<file path="config.mk">
export PLATFORM = sky130hd
export DESIGN_NAME = pir_alarm_ctrl
export DESIGN_NICKNAME = d
export VERILOG_FILES = /design/src/rtl/pir_alarm_ctrl.sv
export SDC_FILE = /design/constraint.sdc
export NUM_CORES = 1
export LEC_CHECK = 0
export CORE_MARGIN = 2
export CORE_UTILIZATION = 30
export CTS_CLUSTER_SIZE = 10
export DETAILED_ROUTE_END_ITERATION = 16
export PLACE_DENSITY = 0.5
export SLEW_MARGIN = 10
export SYNTH_ARGS = -nofsm -noshare
export SYNTH_HDL_FRONTEND = slang
export SYNTH_SLANG_ARGS = --single-unit
</file>
<file path="constraint.sdc">
create_clock -name clk -period 2.3 [get_ports clk]
set_input_delay 0.46 -clock clk [delete_from_list [all_inputs] [get_ports clk]]
set_output_delay 0.46 -clock clk [all_outputs]
set_load 0.03 [all_outputs]
</file>
<file path="src/rtl/pir_alarm_ctrl.sv">
// pir_alarm_ctrl: debounced multi-sensor PIR alarm controller.
// Latches fired sensors, times the buzzer, re-arms once all sensors are quiet.
module pir_alarm_ctrl #(
    parameter int NUM_SENSORS     = 3,
    parameter int BUZZ_CYCLES     = 100,
    parameter int DEBOUNCE_CYCLES = 4,
    parameter int CNT_W           = 8
) (
    input  logic                               clk,
    input  logic                               rst,
    input  logic                               arm,
    input  logic                               stop_alarm,
    input  logic [NUM_SENSORS-1:0]             pir_sensor,
    output logic [NUM_SENSORS-1:0]             led,
    output logic                               buzzer,
    output logic [$clog2(NUM_SENSORS+1)-1:0]   trigger_count,
    output logic [CNT_W-1:0]                   event_total,
    output logic [3:0]                         fsm_state
);

    localparam int DB_W  = $clog2(DEBOUNCE_CYCLES + 1);
    localparam int TIM_W = $clog2(BUZZ_CYCLES + 1);
    localparam int TC_W  = $clog2(NUM_SENSORS + 1);

    typedef enum logic [3:0] {
        S_DISARMED = 4'b0001,
        S_ARMED    = 4'b0010,
        S_ALARM    = 4'b0100,
        S_CLEAR    = 4'b1000
    } state_e;

    state_e                   state_q;
    logic [NUM_SENSORS-1:0]   led_q;
    logic                     buzzer_q;
    logic [TIM_W-1:0]         timer_q;
    logic [CNT_W-1:0]         evt_q;
    logic [DB_W-1:0]          cnt_q [NUM_SENSORS];
    logic [DB_W-1:0]          cnt_d [NUM_SENSORS];
    logic [NUM_SENSORS-1:0]   det;
    logic [TC_W-1:0]          tc;

    // Per-sensor run-length counters; any low sample restarts qualification
    always_comb begin
        for (int i = 0; i < NUM_SENSORS; i++) begin
            det[i]   = (cnt_q[i] == DB_W'(DEBOUNCE_CYCLES));
            cnt_d[i] = cnt_q[i];
            if (state_q == S_DISARMED || !pir_sensor[i]) begin
                cnt_d[i] = '0;
            end else if (cnt_q[i] < DB_W'(DEBOUNCE_CYCLES)) begin
                cnt_d[i] = cnt_q[i] + DB_W'(1);
            end
        end
    end

    // Debounce counter registers
    always_ff @(posedge clk) begin
        for (int i = 0; i < NUM_SENSORS; i++) begin
            if (rst) cnt_q[i] <= '0;
            else     cnt_q[i] <= cnt_d[i];
        end
    end

    // Alarm FSM with registered led/buzzer/timer/event counter
    always_ff @(posedge clk) begin
        if (rst) begin
            state_q  <= S_DISARMED;
            led_q    <= '0;
            buzzer_q <= 1'b0;
            timer_q  <= '0;
            evt_q    <= '0;
        end else if (!arm) begin
            state_q  <= S_DISARMED;
            led_q    <= '0;
            buzzer_q <= 1'b0;
            timer_q  <= '0;
        end else begin
            unique case (state_q)
                S_DISARMED: state_q <= S_ARMED;
                S_ARMED: begin
                    if (|det) begin
                        state_q  <= S_ALARM;
                        buzzer_q <= 1'b1;
                        led_q    <= det;
                        timer_q  <= '0;
                        if (evt_q != {CNT_W{1'b1}})
                            evt_q <= evt_q + CNT_W'(1);
                    end
                end
                S_ALARM: begin
                    if (stop_alarm ||
                        timer_q == TIM_W'(BUZZ_CYCLES - 1)) begin
                        state_q  <= S_CLEAR;
                        buzzer_q <= 1'b0;
                        led_q    <= '0;
                        timer_q  <= '0;
                    end else begin
                        led_q   <= led_q | det;
                        timer_q <= timer_q + TIM_W'(1);
                    end
                end
                S_CLEAR: begin
                    if (pir_sensor == '0) state_q <= S_ARMED;
                end
                default: state_q <= S_DISARMED;
            endcase
        end
    end

    // Popcount of the latched trigger indicators
    always_comb begin
        tc = '0;
        for (int i = 0; i < NUM_SENSORS; i++) begin
            tc = tc + TC_W'(led_q[i]);
        end
    end

    assign led           = led_q;
    assign buzzer        = buzzer_q;
    assign trigger_count = tc;
    assign event_total   = evt_q;
    assign fsm_state     = state_q;

endmodule

</file>
==> results.json <==
{
  "synthArstFlopShare_pct": 0,
  "switching_power_uw": 252,
  "worst_hold_path.num_cells": 2,
  "cts.path.max_buffers": 2,
  "drt_pre_antenna_iters": 4,
  "drive_above_1_share_pct": 13.0,
  "clkTransAtPathRegs_ps": 60,
  "initial_cell_density_of_the_core_pct": 30.7,
  "crit_path_start_kind": "flop",
  "globalplace.congestion": 0.737,
  "dpl.hpwl_mm": 2.83,
  "timing_worst_slew_pin_value_ps": 467,
  "multi_input_logic_area_um2": 956,
  "drt_via_density": 4.82,
  "grt.overflow.total": 0,
  "global_route_wire_length_before_repair_mm": 6.49,
  "worst-r2r-setup-slack_ps": 290,
  "coreArea_um2": 5440,
  "clock_power_share_pct": 40.9,
  "worstSkewPairLatency_ps": 290,
  "cts_hold_repair.buffers": 0,
  "p_seq_share_pct": 51.6,
  "power_density_nw_per_um2": 507,
  "synth_largest_type_area_fraction_pct": 38.3,
  "timing.clock.skew_ps": 7.22,
  "final_period_demand_of_the_worst_path_ps": 2090,
  "setup-tns-final_ps": 0,
  "synth_top_flop_cell": "sky130_fd_sc_hd__dfxtp_1",
  "crit_required_ps": 1840,
  "gr-usage-met1_pct": 17.6,
  "post-place-cells": 295,
  "gr-usage-met2_pct": 20.6,
  "final_hold_viol_count": 0,
  "timing.rr.start": "fsm_state[1]",
  "initial_antenna_violation_count": 0,
  "maxCapViolCount": 0,
  "io_buffer_count": 24,
  "floorplan.die.width_um": 78.6,
  "final_cell_mix": "32 x sky130_fd_sc_hd__dfxtp_1, 25 x sky130_fd_sc_hd__nor2_1, 23 x sky130_fd_sc_hd__clkdlybuf4s50_1",
  "final-seq-area_um2": 641,
  "post-cts-setup-buffer-count": 0,
  "grtUsageMet3_pct": 2.87,
  "fin_cells": 303,
  "largest_net_degree_at_the_start_of_global_routing": 16,
  "worstPathArrival_ps": 1630,
  "slew_viol_final": 0,
  "via_count_of_the_first_global_routing_pass": 1402,
  "wire_per_inst_um": 12.6,
  "final.fill_count": 554,
  "drc_errors": 0,
  "power_frac_comb_pct": 7.5,
  "syn_nets": 207,
  "crit_end_category": "primary output",
  "yosys.area.top_type": "sky130_fd_sc_hd__dfxtp_1",
  "layout_worst_path_cycle_share_pct": 90.9,
  "nets": 246,
  "ios": 25,
  "vdd_ir_drop_max_mv": 0.351,
  "detailroute.via_count": 1461,
  "layout_commonest_cell": "sky130_fd_sc_hd__dfxtp_1",
  "total_power_consumption_of_the_routed_design_uw": 1100,
  "timing.max_slew.rel_slack_pct": 68.5,
  "timing.hold.worst.class": "flop to flop",
  "fmax_ghz": 0.478,
  "syn2layout_area_growth_pct": 29.3,
  "postSynthCellCount": 191,
  "wl_mm": 3.81,
  "synth_enable_flop_cells": 0,
  "static-leakage-power_uw": 0.000792,
  "reg2regPathDepth": 4,
  "whs_ps": 484,
  "synth.top_cells.by_area": "sky130_fd_sc_hd__dfxtp_1 38%, sky130_fd_sc_hd__ha_1 6.0%, sky130_fd_sc_hd__nor2_1 5.6%, sky130_fd_sc_hd__mux2i_1 3.6%, sky130_fd_sc_hd__nand2_1 3.6%",
  "area_of_all_placed_cells_without_fillers_um2": 2160,
  "syn_area_um2": 1670,
  "worst_r2r_endpoint": "event_total[5]",
  "dr.first_iter.drc_count": 125,
  "slowest_stage_delay_cp_ps": 590,
  "synth_seq_area_share_pct": 38.3,
  "placementRows": 27,
  "cts-htree-levels": 2,
  "run_status": "finished, final reports clean",
  "setup_viol_count_final": 0,
  "cts.repair.resized": 1,
  "grt_util_all_layers_pct": 13.3,
  "dpl-instance-area_um2": 2070,
  "route.antenna.remaining_nets": 0,
  "critical_path_peak_fanout": 3,
  "power.switching_fraction_pct": 23.0,
  "internal_power_uw": 843,
  "yosysUniqueCellTypes": 47,
  "synth.avg_cell_area_um2": 8.75,
  "worst_min_delay_path_endpoint": "buzzer",
  "worst_path_class_setup": "flop to primary output",
  "die_extent_in_y_um": 78.6,
  "grt_setup_unrepaired": "false",
  "top_usage_layer": "met2",
  "cts.sink_count": 32,
  "holdCritStartpoint": "buzzer",
  "dieArea_um2": 6190,
  "worst_path_max_delay_cell": "sky130_fd_sc_hd__clkdlybuf4s50_1",
  "cts-root-buf": "sky130_fd_sc_hd__clkbuf_8",
  "tritoncts.num_buffers": 5,
  "crit_path_cell_trace": "fa_1 -> clkdlybuf4s50_1",
  "synth_seq_cells": 32,
  "insertedDiodeCount": 0,
  "synth.yosys.warnings": 0,
  "tritoncts": "yes"
}
metal layers:
| layer | wire length, um | part of all wire, % |
|---|---|---|
| met1 | 1950 | 51 |
| met2 | 1670 | 44 |
| met3 | 106 | 2.8 |
| met4 | 85 | 2.2 |
| met5 | 0 | 0 |
flip-flops by register name (all words and copies together), names as in the netlist:
register / cells
event_total: 8
buzzer: 1
led: 3
fsm_state: 4
timer_q: 7
cnt_q: 9
cell type report:
| cell class | instances | area share (%) |
|---|---|---|
| Multi-Input combinational cell | 143 | 44.2 |
| Sequential cell | 32 | 29.6 |
| Timing Repair Buffer | 39 | 16.3 |
| Clock buffer | 8 | 4.17 |
| Tap cell | 72 | 4.17 |
| Inverter | 9 | 1.56 |
power by group through the flow:
stage	Sequential (uW)	Clock (uW)	Combinational, uW
5_1_grt	565	483	90.9
4_1_cts	565	464	83.5
3_3_place_gp	578	0	82.7
6_report	565	448	82.6
2_1_floorplan	581	0	43.4
3_5_place_dp	577	0	82.9
Yosys cell counts, types with 2 or more instances:
master / number
sky130_fd_sc_hd__or2_2: 2
sky130_fd_sc_hd__nor3_1: 6
sky130_fd_sc_hd__inv_1: 9
sky130_fd_sc_hd__a21oi_1: 6
sky130_fd_sc_hd__mux2i_1: 6
sky130_fd_sc_hd__buf_6: 2
sky130_fd_sc_hd__ha_1: 8
sky130_fd_sc_hd__nand4_1: 2
sky130_fd_sc_hd__nor2b_1: 7
sky130_fd_sc_hd__nand3_1: 5
sky130_fd_sc_hd__nand2b_1: 5
sky130_fd_sc_hd__or3b_2: 2
sky130_fd_sc_hd__mux2_2: 3
sky130_fd_sc_hd__xor2_1: 4
sky130_fd_sc_hd__o31ai_1: 3
sky130_fd_sc_hd__nor2_1: 25
sky130_fd_sc_hd__nand2_1: 16
sky130_fd_sc_hd__or4_1: 4
sky130_fd_sc_hd__and3_1: 2
sky130_fd_sc_hd__o21ai_0: 7
sky130_fd_sc_hd__dfxtp_1: 32
sky130_fd_sc_hd__and2_1: 2
sky130_fd_sc_hd__a211o_1: 3
sky130_fd_sc_hd__clkbuf_1: 4
sky130_fd_sc_hd__o32ai_1: 4
critical path: cells and delay by family, from the launching register on:
family / cells / cell delay (ps)
buffers and inverters: 1 / 590
DFF: 1 / 340
adders and majority gates: 1 / 410
per-stage QoR:
stage               util, %  setup WS (ps)
global route           39.8            116
CTS                    39.8            189
detailed placement     38.1          -66.9
global placement       38.1          -51.4
floorplan                 -            196
finish                 39.8            210
cell families (layout without fill, tap and decap cells):
group                      Yosys count  in the layout  synth area share (%)
DFF                                 32             32                  38.3
and+or+nand+nor                     85             85                  26.6
xor gates and xnor gates             4              4                  2.10
AOI/OAI and AO/OA                   36             36                  15.6
buffers and inverters               16             56                  4.49
adders and majority gates            9              9                  7.19
muxes                                9              9                  5.61
how the worst max path moves through the flow:
stage	start	end	slack [ps]	cells past startpoint
global route	cnt_q[2][0]	event_total[0]	120	6
global placement	arm	timer_q[6]	-50	5
CTS	led[0]	trigger_count[1]	190	2
floorplan	fsm_state[0]	event_total[4]	200	6
detailed placement	arm	timer_q[6]	-70	5
finish	led[0]	trigger_count[1]	210	2
Power figures use the tool's default switching activity.
